### src/rtl/mem_port_arbiter.sv
// Two-requester arbiter (instruction fetch / data load-store) in front of one
// single-ported fixed-latency memory. One access in flight, round-robin on ties.
module mem_port_arbiter #(
  parameter int AW      = 32,
  parameter int DW      = 32,
  parameter int LATENCY = 2
) (
  input  logic          clk,
  input  logic          reset,
  input  logic          i_req,
  input  logic [AW-1:0] i_addr,
  output logic          i_ack,
  output logic [DW-1:0] i_rdata,
  output logic          i_err,
  input  logic          d_req,
  input  logic          d_we,
  input  logic [AW-1:0] d_addr,
  input  logic [DW-1:0] d_wdata,
  output logic          d_ack,
  output logic [DW-1:0] d_rdata,
  output logic          d_err,
  output logic          mem_req,
  output logic          mem_we,
  output logic [AW-1:0] mem_addr,
  output logic [DW-1:0] mem_wdata,
  input  logic [DW-1:0] mem_rdata,
  output logic          busy,
  output logic          grant_d,
  output logic [1:0]    dbgState
);

  localparam logic [1:0] IDLE  = 2'd0;
  localparam logic [1:0] ISSUE = 2'd1;
  localparam logic [1:0] WAIT  = 2'd2;
  localparam logic [1:0] RESP  = 2'd3;

  // Handshake: a requester raises req with stable address/data and holds it
  // until its ack pulse; req still high in the cycle after ack is a new request.

  logic [1:0]    state;
  logic [3:0]    waitCnt;
  logic          weQ;
  logic          pickD;
  logic [AW-1:0] selAddr;

  // grant_d doubles as last_grant: 0 after reset means D wins the first tie.
  always_comb begin
    pickD = d_req;
    if (i_req && d_req) pickD = !grant_d;
    selAddr = pickD ? d_addr : i_addr;
  end

  assign busy     = (state != IDLE);
  assign dbgState = state;

  always_ff @(posedge clk) begin
    if (reset) begin
      state     <= IDLE;
      waitCnt   <= 4'd0;
      weQ       <= 1'b0;
      grant_d   <= 1'b0;
      i_ack     <= 1'b0;
      i_err     <= 1'b0;
      d_ack     <= 1'b0;
      d_err     <= 1'b0;
      mem_req   <= 1'b0;
      mem_we    <= 1'b0;
      mem_addr  <= '0;
      mem_wdata <= '0;
      i_rdata   <= '0;
      d_rdata   <= '0;
    end else begin
      i_ack   <= 1'b0;
      i_err   <= 1'b0;
      d_ack   <= 1'b0;
      d_err   <= 1'b0;
      mem_req <= 1'b0;
      mem_we  <= 1'b0;
      case (state)
        IDLE: begin
          if (i_req || d_req) begin
            grant_d   <= pickD;
            mem_addr  <= selAddr;
            mem_wdata <= pickD ? d_wdata : '0;
            weQ       <= pickD & d_we;
            if (selAddr[1:0] != 2'b00) begin
              // Misaligned: answer straight away, memory never strobed.
              state <= RESP;
              if (pickD) begin
                d_ack <= 1'b1;
                d_err <= 1'b1;
              end else begin
                i_ack <= 1'b1;
                i_err <= 1'b1;
              end
            end else begin
              state   <= ISSUE;
              mem_req <= 1'b1;
              mem_we  <= pickD & d_we;
            end
          end
        end
        ISSUE: begin
          waitCnt <= 4'(LATENCY);
          state   <= WAIT;
        end
        WAIT: begin
          if (waitCnt == 4'd1) begin
            waitCnt <= 4'd0;
            state   <= RESP;
            if (grant_d) begin
              d_ack <= 1'b1;
              if (!weQ) d_rdata <= mem_rdata;
            end else begin
              i_ack   <= 1'b1;
              i_rdata <= mem_rdata;
            end
          end else begin
            waitCnt <= waitCnt - 4'd1;
          end
        end
        RESP: state <= IDLE;
        default: state <= IDLE;
      endcase
    end
  end

endmodule

### config.mk
export PLATFORM = sky130hd
export DESIGN_NAME = mem_port_arbiter
export DESIGN_NICKNAME = d
export VERILOG_FILES = /design/src/rtl/mem_port_arbiter.sv
export SDC_FILE = /design/constraint.sdc
export NUM_CORES = 1
export LEC_CHECK = 0
export CORE_MARGIN = 2
export CORE_UTILIZATION = 44
export CTS_CLUSTER_DIAMETER = 200
export DETAILED_ROUTE_END_ITERATION = 6
export PLACE_DENSITY = 0.9
export SYNTH_ARGS = -nofsm -noshare
export SYNTH_HDL_FRONTEND = slang
export SYNTH_SLANG_ARGS = --single-unit
### constraint.sdc
create_clock -name clk -period 4.65 [get_ports clk]
set_clock_uncertainty 0.1 [all_clocks]
set_input_delay 0.93 -clock clk [delete_from_list [all_inputs] [get_ports clk]]
set_output_delay 0.93 -clock clk [all_outputs]
set_load 0.1 [all_outputs]
==> results of run 1 <==
-- metrics by stage --
step / hold slack (ns) / util
2_1_floorplan: 0.367 / -
3_3_place_gp: 0.344 / 0.658
3_5_place_dp: 0.352 / 0.658
4_1_cts: 0.361 / 0.707
5_1_grt: 0.379 / 0.707
6_report: 0.359 / 0.707
-- worst max-delay path: cells and delay by family, from the launching register on --
| family | cells | cell delay (ns) |
|---|---|---|
| adders and majority gates | 1 | 0.31 |
| buffers and inverters | 3 | 1.31 |
| DFF | 1 | 0.35 |
-- layout make-up --
type                            count  area share
Inverter                            9     0.00379
Clock buffer                       22      0.0498
Timing Repair Buffer              277       0.308
Clock inverter                     10      0.0184
Multi-Input combinational cell    368       0.276
Sequential cell                   142       0.319
Tap cell                          172      0.0241
-- sequential cells by signal (all words and copies together) (netlist names) --
signal,flops
mem_req,1
i_err,1
i_ack,1
i_rdata,32
mem_we,1
mem_wdata,32
dbgState,2
weQ,1
d_rdata,32
waitCnt,4
d_ack,1
d_err,1
mem_addr,32
grant_d,1
-- cell usage after synthesis (all sizes together) (2+ instances only) --
| cell | instances | share of area |
|---|---|---|
| a211oi | 3 | 0.0040 |
| a21oi | 96 | 0.084 |
| a22o | 32 | 0.049 |
| buf | 40 | 0.047 |
| clkbuf | 25 | 0.017 |
| dfxtp | 142 | 0.50 |
| ha | 4 | 0.0088 |
| inv | 9 | 0.0059 |
| mux2i | 34 | 0.060 |
| nand2 | 4 | 0.0026 |
| nand2b | 2 | 0.0022 |
| nand3 | 34 | 0.030 |
| nand4b | 32 | 0.049 |
| nor2 | 6 | 0.0040 |
| o21a | 2 | 0.0026 |
| o21ai | 66 | 0.058 |
| o221a | 2 | 0.0040 |
| o31ai | 33 | 0.044 |
| xnor2 | 2 | 0.0031 |
-- layer usage --
layer | global-route usage | share of wire
met1 | 0.293 | 0.39
met2 | 0.428 | 0.51
met3 | 0.0790 | 0.076
met4 | 0.0979 | 0.022
met5 | 0 | 0
-- final timing paths --
kind,slack (ns),startpoint,cells past startpoint,endpoint
worst max register to register,2.24,dbgState[0],5,mem_wdata[5]
worst min register to register,0.36,mem_addr[31],2,mem_addr[31]
worst max-delay path,1.22,dbgState[0],4,busy
worst min-delay path,0.36,mem_addr[31],2,mem_addr[31]
-- cells by family after synthesis --
| family | share of synthesized area |
|---|---|
| flops | 0.500 |
| buf+inv | 0.0700 |
| fa+ha+maj | 0.00880 |
| simple gates | 0.102 |
| mux | 0.0598 |
| compound gates | 0.255 |
| xor+xnor | 0.00462 |
-- where the power goes --
group	total [mW]	switching [mW]	internal [mW]
combinational	2.60	1.96	0.640
clock	1.40	0.502	0.898
sequential	1.55	0.128	1.42
total	5.55	2.59	2.96
==> reports/qor.txt, run 1 <==
SYNTH
-----------------------------------------------------------------------------------------
Post-synth net total                                                                  721
Distinct cells, synth                                                                  40
Mapped Avg Cell Area                                                             9.74 um2
Seq/Total Area, Yosys                                                               0.500
Synth warnings                                                                          0
Number of storage elements in the synthesis netlist                                   142
Proportion of register bits with asynchronous set or reset after synthesis              0
Post-synth EDFFs                                                                        0
Combined area of all synthesized cells                                           5690 um2
Dominant register cell in the synthesized netlist                            sky130_fd_sc_hd__dfxtp_1
Cells after Synth                                                                     584

PLACEMENT
-----------------------------------------------------------------------------------------
HPWL after DPL                                                                   12000 um
Placed cells                                                                          968
Place WS                                                                          1.62 ns
Number of input and output port buffers inserted                                      270
Dpl cell area                                                                    8310 um2
Final RePlAce weighted congestion                                                   0.835

FINISH
-----------------------------------------------------------------------------------------
Fraction of layout instances using a drive strength above 1                        0.0556
Leading cell type in the layout, fill and taps excluded                      sky130_fd_sc_hd__clkdlybuf4s50_1
Most used cells in the layout excluding fill and tap cells                   sky130_fd_sc_hd__clkdlybuf4s50_1, sky130_fd_sc_hd__dfxtp_1, sky130_fd_sc_hd__a21oi_1, sky130_fd_sc_hd__o21ai_0
Inserted Diodes                                                                         0
Area of all placed cells without fillers                                         8920 um2
Net count, final                                                                      952
Fillcell total                                                                        949
FF+latch area                                                                    2850 um2
Footprint of the multi-input gates                                               2460 um2
Final non-filler cell total                                                          1000
Layout-stage area growth over the synthesis result                                  56.8%

CRITICAL PATH
-----------------------------------------------------------------------------------------
Critical Path Fanout Max                                                                8
Type of the worst setup path                                                   reg -> out
Slowest library cell on the worst path                                       sky130_fd_sc_hd__clkdlybuf4s50_1
Worst EP required                                                                 3.62 ns
Signal arrival time at the worst endpoint                                         2.40 ns
Worst path most repeated cell                                                sky130_fd_sc_hd__inv_1
Kind of end point of the critical path                                        output port
Delay contributed by the slowest stage of the critical path                       1.14 ns
Startpoint types                                                                 register
Cell-by-cell trace of the critical path                                      inv_1, ha_1, inv_1, clkdlybuf4s50_1

GRT
-----------------------------------------------------------------------------------------
Vias in the first global route                                                       5213
Antenna violations before repair                                                        0
Pin count of the biggest net entering global routing                                   73
Global-route wire length before repair                                           27700 um
GRT Total Usage                                                                     0.251
Congestion Overflow GR                                                                  0

PWR
-----------------------------------------------------------------------------------------
LEAKAGE                                                                           3.16 nW
Pwr/cell area                                                                  622 nW/um2
Worst-case vdd ir drop                                                           0.487 mV
Total Power Consumption                                                           5.55 mW

CLOCK NETWORK
-----------------------------------------------------------------------------------------
Htree depth                                                                             4
Clock latency of the later-clocked register in the worst-skew pair                0.41 ns
Clock root buffer                                                            sky130_fd_sc_hd__clkbuf_16
Clock-pin slew on the worst setup and hold paths                                  0.05 ns
CTS resizes                                                                             0
Sinks on Clock Net                                                                    142
Post-CTS Repair Setup Buffers                                                           0
CTS buffer count                                                                       17
Hold buffer count at cts                                                                0
Clock tree from TritonCTS                                                            done
Max Buffers Root-to-Sink                                                                2

DETAILED ROUTING
-----------------------------------------------------------------------------------------
Average detailed-routed wire length per instance                                  17.7 um
Drt via density                                                                      5.52
Detailed Route WL                                                                17700 um
DRC violation total after the first TritonRoute iteration                             575
First-pass iteration count of the detailed router                                       4
DRC violation count after routing                                                       0
Total number of vias                                                                 5517
Count of antenna-violating nets left after detailed routing                             0

STA
-----------------------------------------------------------------------------------------
Setup repair after global routing missed its margin                                 false
Worst-Margin Slew                                                                 1.21 ns
Final critical-path share of the clock period                                       0.737
Final worst setup slack                                                           1.22 ns
Tightest slew margin relative to the limit                                          0.195
Setup violations, final                                                                 0
Achievable frequency                                                              292 MHz
Setup Total Neg Slack                                                                0 ns
Fin crit period                                                                   3.43 ns
Count of endpoints failing hold in the final timing report                              0
Final Slew Violations                                                                   0

FLOORPLAN
-----------------------------------------------------------------------------------------
I/O pin count                                                                         271
Vertical extent of the die                                                         118 um
Initial Utilization                                                                 0.451
Area of the die                                                                 13900 um2
Die width                                                                          118 um
Std-Cell Core Area                                                              12600 um2
Site Rows                                                                              41

RUN STATUS
-----------------------------------------------------------------------------------------
Run status                                                                   finished clean

FLOW RUN
-----------------------------------------------------------------------------------------
Number of maximum-capacitance constraint violations                                     0

WORST HOLD PATH
-----------------------------------------------------------------------------------------
HP Class                                                                       reg -> reg

(Power assumes the default switching activity.)
==> run 2, diff against run 1 <==
CORE_UTILIZATION = 37   (was 44)
PLACE_DENSITY = 0.82   (was 0.9)
clock period = 2.9 ns   (was 4.65 ns; I/O delays follow)
==> run 2 against run 1 <==
- design area down 2.0%
- non-clock buffer count rose by 3
- hold slack better by 0.0086 ns
- register-to-register slack worse by 1.8 ns
- sequential share of layout area rose by 0.64 points
- wire length shrank 1.0%
- global-route usage shrank 4.2 points
- final cell count increased by 1.9%
- critical path type is now reg -> reg
- critical endpoint is now i_rdata[21]
- largest power group unchanged
==> reports/qor.txt, run 2 (synthesized netlist as in run 1, its figures left out) <==
FINISH
---------------------------------------------------------------------------------
Layout-stage area growth over the synthesis result                          53.7%
Post-layout util                                                            0.579
Net count, final                                                              955
Most used cells in the layout excluding fill and tap cells           sky130_fd_sc_hd__buf_4, sky130_fd_sc_hd__dfxtp_1, sky130_fd_sc_hd__clkdlybuf4s50_1, sky130_fd_sc_hd__a21oi_1, sky130_fd_sc_hd__o21ai_0
Leading cell type in the layout, fill and taps excluded              sky130_fd_sc_hd__buf_4
Inserted Diodes                                                                 0
Area of all placed cells without fillers                                 8740 um2
Final non-filler cell total                                                  1019
Fillcell total                                                               1311
Fraction of layout instances using a drive strength above 1                 0.230

CLOCK NETWORK
---------------------------------------------------------------------------------
Clock latency of the later-clocked register in the worst-skew pair        0.42 ns
Hold buffer count at cts                                                        0
Htree depth                                                                     4
Max Buffers Root-to-Sink                                                        2
CTS resizes                                                                     0
CTS buffer count                                                               17
Clock root buffer                                                    sky130_fd_sc_hd__clkbuf_16
Clock tree from TritonCTS                                                    done
Clock-pin slew on the worst setup and hold paths                          0.06 ns
Post-CTS Repair Setup Buffers                                                   0
Sinks on Clock Net                                                            142

CRITICAL PATH
---------------------------------------------------------------------------------
Critical Path Sink                                                    i_rdata[21]
Startpoint types                                                         register
Type of the worst setup path                                           reg -> reg
Critical Path Fanout Max                                                       65
Worst-case register-to-register setup slack                               0.48 ns
Signal arrival time at the worst endpoint                                 2.60 ns
Worst reg2reg endpoint                                                i_rdata[21]
Kind of end point of the critical path                                   register
Launching instance or port of the critical path                       dbgState[0]
Reg2reg path depth                                                              5
Source of the worst register-to-register timing path                  dbgState[0]
Worst EP required                                                         3.08 ns

FLOORPLAN
---------------------------------------------------------------------------------
Site Rows                                                                      45
Initial Utilization                                                         0.377
Area of the die                                                         16400 um2
Vertical extent of the die                                                 128 um
Die width                                                                  128 um
Std-Cell Core Area                                                      15100 um2
I/O pin count                                                                 271

PLACEMENT
---------------------------------------------------------------------------------
Placed cells                                                                  987
Dpl cell area                                                            8050 um2
Final RePlAce weighted congestion                                           0.792
HPWL after DPL                                                           12000 um
Number of input and output port buffers inserted                              270
Place WS                                                                 0.511 ns

GRT
---------------------------------------------------------------------------------
Vias in the first global route                                               5252
Global-route wire length before repair                                   27100 um
Pin count of the biggest net entering global routing                           67
Congestion Overflow GR                                                          0
GRT Total Usage                                                             0.209
Antenna violations before repair                                                0

DETAILED ROUTING
---------------------------------------------------------------------------------
Total number of vias                                                         5486
DRC violation count after routing                                               0
DRC violation total after the first TritonRoute iteration                     315
Average detailed-routed wire length per instance                          17.2 um
Count of antenna-violating nets left after detailed routing                     0
First-pass iteration count of the detailed router                               5
Detailed Route WL                                                        17500 um
Drt via density                                                              5.38

STA
---------------------------------------------------------------------------------
Hold slack final                                                         0.368 ns
Setup repair after global routing missed its margin                         false
Setup Total Neg Slack                                                        0 ns
Tightest slew margin relative to the limit                                  0.224
Final critical-path share of the clock period                               0.835
Final Slew Violations                                                           0
Fin crit period                                                           2.42 ns
Final worst setup slack                                                  0.480 ns
Achievable frequency                                                      413 MHz
Count of endpoints failing hold in the final timing report                      0
Setup violations, final                                                         0
Worst-Margin Slew                                                         1.16 ns

PWR
---------------------------------------------------------------------------------
LEAKAGE                                                                   3.48 nW
Pwr/cell area                                                         1040 nW/um2
Total Power Consumption                                                   9.13 mW
Worst-case vdd ir drop                                                   0.773 mV

FLOW RUN
---------------------------------------------------------------------------------
Number of maximum-capacitance constraint violations                             0

RUN STATUS
---------------------------------------------------------------------------------
Run status                                                           finished clean

WORST HOLD PATH
---------------------------------------------------------------------------------
HP Class                                                               reg -> reg

==> run 2: changes by cell type in the layout (fill, tap and decap cells not counted), sizes merged <==
| cell | previous run | this run |
|---|---|---|
| bufinv | 4 | 6 |
| clkinv | 5 | 2 |
| inv | 9 | 12 |
| clkbuf | 22 | 20 |
| buf | 8 | 149 |
| clkdlybuf4s50 | 269 | 131 |
==> run 2: how the worst min path moves through the flow <==
stage	slack (ns)	startpoint	cells after the start	to
finish	0.37	d_rdata[10]	2	d_rdata[10]
global route	0.39	d_rdata[10]	2	d_rdata[10]
CTS	0.37	d_rdata[10]	2	d_rdata[10]
detailed placement	0.36	mem_wdata[22]	1	mem_wdata[22]
global placement	0.35	mem_addr[31]	2	mem_addr[31]
floorplan	0.37	waitCnt[1]	2	waitCnt[1]
==> run 2: layer usage <==
layer / routed length (um) / vias up / track usage
li1: - / 2645 / -
met1: 7010 / 2600 / 0.242
met2: 8740 / 222 / 0.360
met3: 1470 / 19 / 0.0684
met4: 334 / 0 / 0.0756
met5: 0 / - / 0
==> run 2: report_power, final <==
group / switching (mW) / internal [mW] / total [mW]
Sequential: 0.237 / 2.28 / 2.51
Clock: 0.861 / 1.67 / 2.53
Combinational: 3.12 / 0.963 / 4.08
==> run 2: layout make-up <==
| cell class | instances | area [um2] | area share |
|---|---|---|---|
| multi-input combinational | 368 | 2470 | 0.283 |
| timing repair buffer | 280 | 2460 | 0.282 |
| clock buffer | 20 | 457 | 0.0522 |
| tap | 188 | 235 | 0.0269 |
| clock inverter | 12 | 230 | 0.0263 |
| inverter | 9 | 33.8 | 0.00386 |
| sequential | 142 | 2850 | 0.326 |
==> run 2: critical path, cell delays in order (launching register included) <==
cell,delay [ns]
sky130_fd_sc_hd__dfxtp_1,0.32
sky130_fd_sc_hd__inv_1,0.08
sky130_fd_sc_hd__ha_1,0.31
sky130_fd_sc_hd__nand4bb_4,0.77
sky130_fd_sc_hd__o21ai_0,0.56
sky130_fd_sc_hd__a21oi_1,0.13
==> run 3, diff against run 2 <==
clock period = 2.1 ns   (was 2.9 ns; I/O delays follow)
==> run 3 against run 2 <==
- combinational power increased by 45%
- utilization up 0.95 points
- clock power increased by 24%
- sequential power up 38%
- hold slack got worse by 0.11 ns
- power increased by 37%
- non-clock buffer count increased by 13
- critical path depth did not move
==> reports/qor.txt, run 3 (synthesized netlist as in run 1, its figures left out) <==
RUN STATUS
---------------------------------------------------------------------------------
Run status                                                           finished clean

FINISH
---------------------------------------------------------------------------------
Leading cell type in the layout, fill and taps excluded              sky130_fd_sc_hd__buf_4
Net count, final                                                              968
Inserted Diodes                                                                 0
Final non-filler cell total                                                  1030
Fillcell total                                                               1291
Fraction of layout instances using a drive strength above 1                 0.245
Layout-stage area growth over the synthesis result                          56.2%
Most used cells in the layout excluding fill and tap cells           sky130_fd_sc_hd__buf_4, sky130_fd_sc_hd__dfxtp_1, sky130_fd_sc_hd__clkdlybuf4s50_1, sky130_fd_sc_hd__a21oi_1, sky130_fd_sc_hd__o21ai_0
Footprint of the multi-input gates                                       2480 um2
FF+latch area                                                            2850 um2

STA
---------------------------------------------------------------------------------
Fin crit period                                                           2.00 ns
Setup violations, final                                                         0
Final Slew Violations                                                           0
Count of endpoints failing hold in the final timing report                      0
Tightest slew margin relative to the limit                                  0.665
Setup repair after global routing missed its margin                         false
Achievable frequency                                                      500 MHz
Setup Total Neg Slack                                                        0 ns
Worst-Margin Slew                                                        0.497 ns
Final critical-path share of the clock period                               0.953

PWR
---------------------------------------------------------------------------------
Logic pwr share                                                             0.473
Internal cell power                                                       6.69 mW
Pwr/cell area                                                         1410 nW/um2
LEAKAGE                                                                   3.54 nW
Switching power as a share of total power                                   0.466
Power share of the sequential group                                         0.277
Switching component of the power                                          5.84 mW
Clk pwr share                                                               0.250
Worst-case vdd ir drop                                                    1.00 mV

DETAILED ROUTING
---------------------------------------------------------------------------------
Average detailed-routed wire length per instance                          17.6 um
Highest metal layer used by the detailed router                              met4
Detailed Route WL                                                        18100 um
Drt via density                                                              5.38
First-pass iteration count of the detailed router                               4
DRC violation total after the first TritonRoute iteration                     344
Count of antenna-violating nets left after detailed routing                     0
Post-Route M1 WL                                                          7260 um
DRC violation count after routing                                               0
Met3 WL                                                                   1460 um
Total number of vias                                                         5545
DR WL met2                                                                9110 um

CRITICAL PATH
---------------------------------------------------------------------------------
Kind of end point of the critical path                                output port
Cell-by-cell trace of the critical path                              inv_1, ha_2, buf_4, clkinvlp_4, buf_12
CP delay by family, top                                              buffers and inverters
Launching instance or port of the critical path                       dbgState[0]
Startpoint types                                                         register
Slowest library cell on the worst path                               sky130_fd_sc_hd__dfxtp_2
Worst EP required                                                         1.58 ns
Delay contributed by the slowest stage of the critical path               0.33 ns
Type of the worst setup path                                           reg -> out
Signal arrival time at the worst endpoint                                 1.48 ns
Critical path buffer and inverter count                                         4
Critical Path Fanout Max                                                        5
Source of the worst register-to-register timing path                  dbgState[0]

GRT
---------------------------------------------------------------------------------
Global-route wire length before repair                                   27300 um
Vias in the first global route                                               5204
Congestion Overflow GR                                                          0
Antenna violations before repair                                                0
Pin count of the biggest net entering global routing                           64
GRT Total Usage                                                             0.213

FLOW RUN
---------------------------------------------------------------------------------
Number of maximum-capacitance constraint violations                             0

CLOCK NETWORK
---------------------------------------------------------------------------------
Htree depth                                                                     4
Clock root buffer                                                    sky130_fd_sc_hd__clkbuf_16
Clock tree from TritonCTS                                                    done
Clock-pin slew on the worst setup and hold paths                          0.06 ns
Post-CTS Repair Setup Buffers                                                   0
Clock latency of the later-clocked register in the worst-skew pair        0.42 ns
Sinks on Clock Net                                                            142
Max Buffers Root-to-Sink                                                        2
CTS buffer count                                                               17

FLOORPLAN
---------------------------------------------------------------------------------
I/O pin count                                                                 271
Vertical extent of the die                                                 128 um
Initial Utilization                                                         0.377
Std-Cell Core Area                                                      15100 um2
Die width                                                                  128 um
Site Rows                                                                      45
Area of the die                                                         16400 um2

PLACEMENT
---------------------------------------------------------------------------------
Placed cells                                                                 1000
Number of input and output port buffers inserted                              270
Final RePlAce weighted congestion                                           0.802
HPWL after DPL                                                           12600 um

WORST HOLD PATH
---------------------------------------------------------------------------------
Startpoint of the most critical hold path                                   reset
HP Class                                                                in -> reg

==> run 3: metrics by stage <==
step           hold slack, ns  power (mW)  setup slack, ns  area [um2]   util
5_1_grt                 0.283        13.0           0.0328        8880  0.589
3_5_place_dp            0.355        9.43           0.0467        8270  0.548
6_report                0.257        12.5           0.0987        8880  0.589
3_3_place_gp            0.355        9.38           0.0897        8270  0.548
2_1_floorplan           0.367        7.89           0.0111        5700      -
4_1_cts                 0.241        12.6           0.0333        8880  0.589
==> run 3: path summary, 6_finish.rpt <==
kind	to	slack, ns	cells after the start
max	busy	0.1	5
min	d_err	0.26	4
max reg2reg	d_rdata[8]	0.25	7
min reg2reg	d_rdata[0]	0.37	2
==> run 3: routing by layer <==
layer	global-route usage	vias to the layer above
met5	0	-
met2	0.361	243
li1	-	2676
met1	0.254	2606
met4	0.0711	0
met3	0.0701	20
==> run 3: timing repair <==
| item | CTS | global route |
|---|---|---|
| setup endpoints to repair | 0 | 1 |
| hold buffers | 0 | 0 |
| resized for setup | 0 | 1 |
==> run 3: worst min-delay path: stages <==
cell                      delay (ns)
sky130_fd_sc_hd__buf_2          0.08
sky130_fd_sc_hd__nor2b_1        0.07
sky130_fd_sc_hd__nand2_1        0.10
sky130_fd_sc_hd__nor2_1         0.05
==> run 3: area by class of cell <==
cell class,instances,area share
multi-input combinational,368,0.279
clock inverter,11,0.0189
tap,188,0.0265
inverter,9,0.00423
sequential,142,0.321
clock buffer,19,0.0499
timing repair buffer,293,0.301
==> run 3: power groups by stage <==
stage          combinational [mW]  clock [mW]  sequential [mW]
2_1_floorplan                1.56           0             6.33
3_3_place_gp                 5.88           0             3.51
3_5_place_dp                 5.92           0             3.51
4_1_cts                      5.93        3.19             3.47
5_1_grt                      6.17        3.30             3.52
6_report                     5.92        3.13             3.47
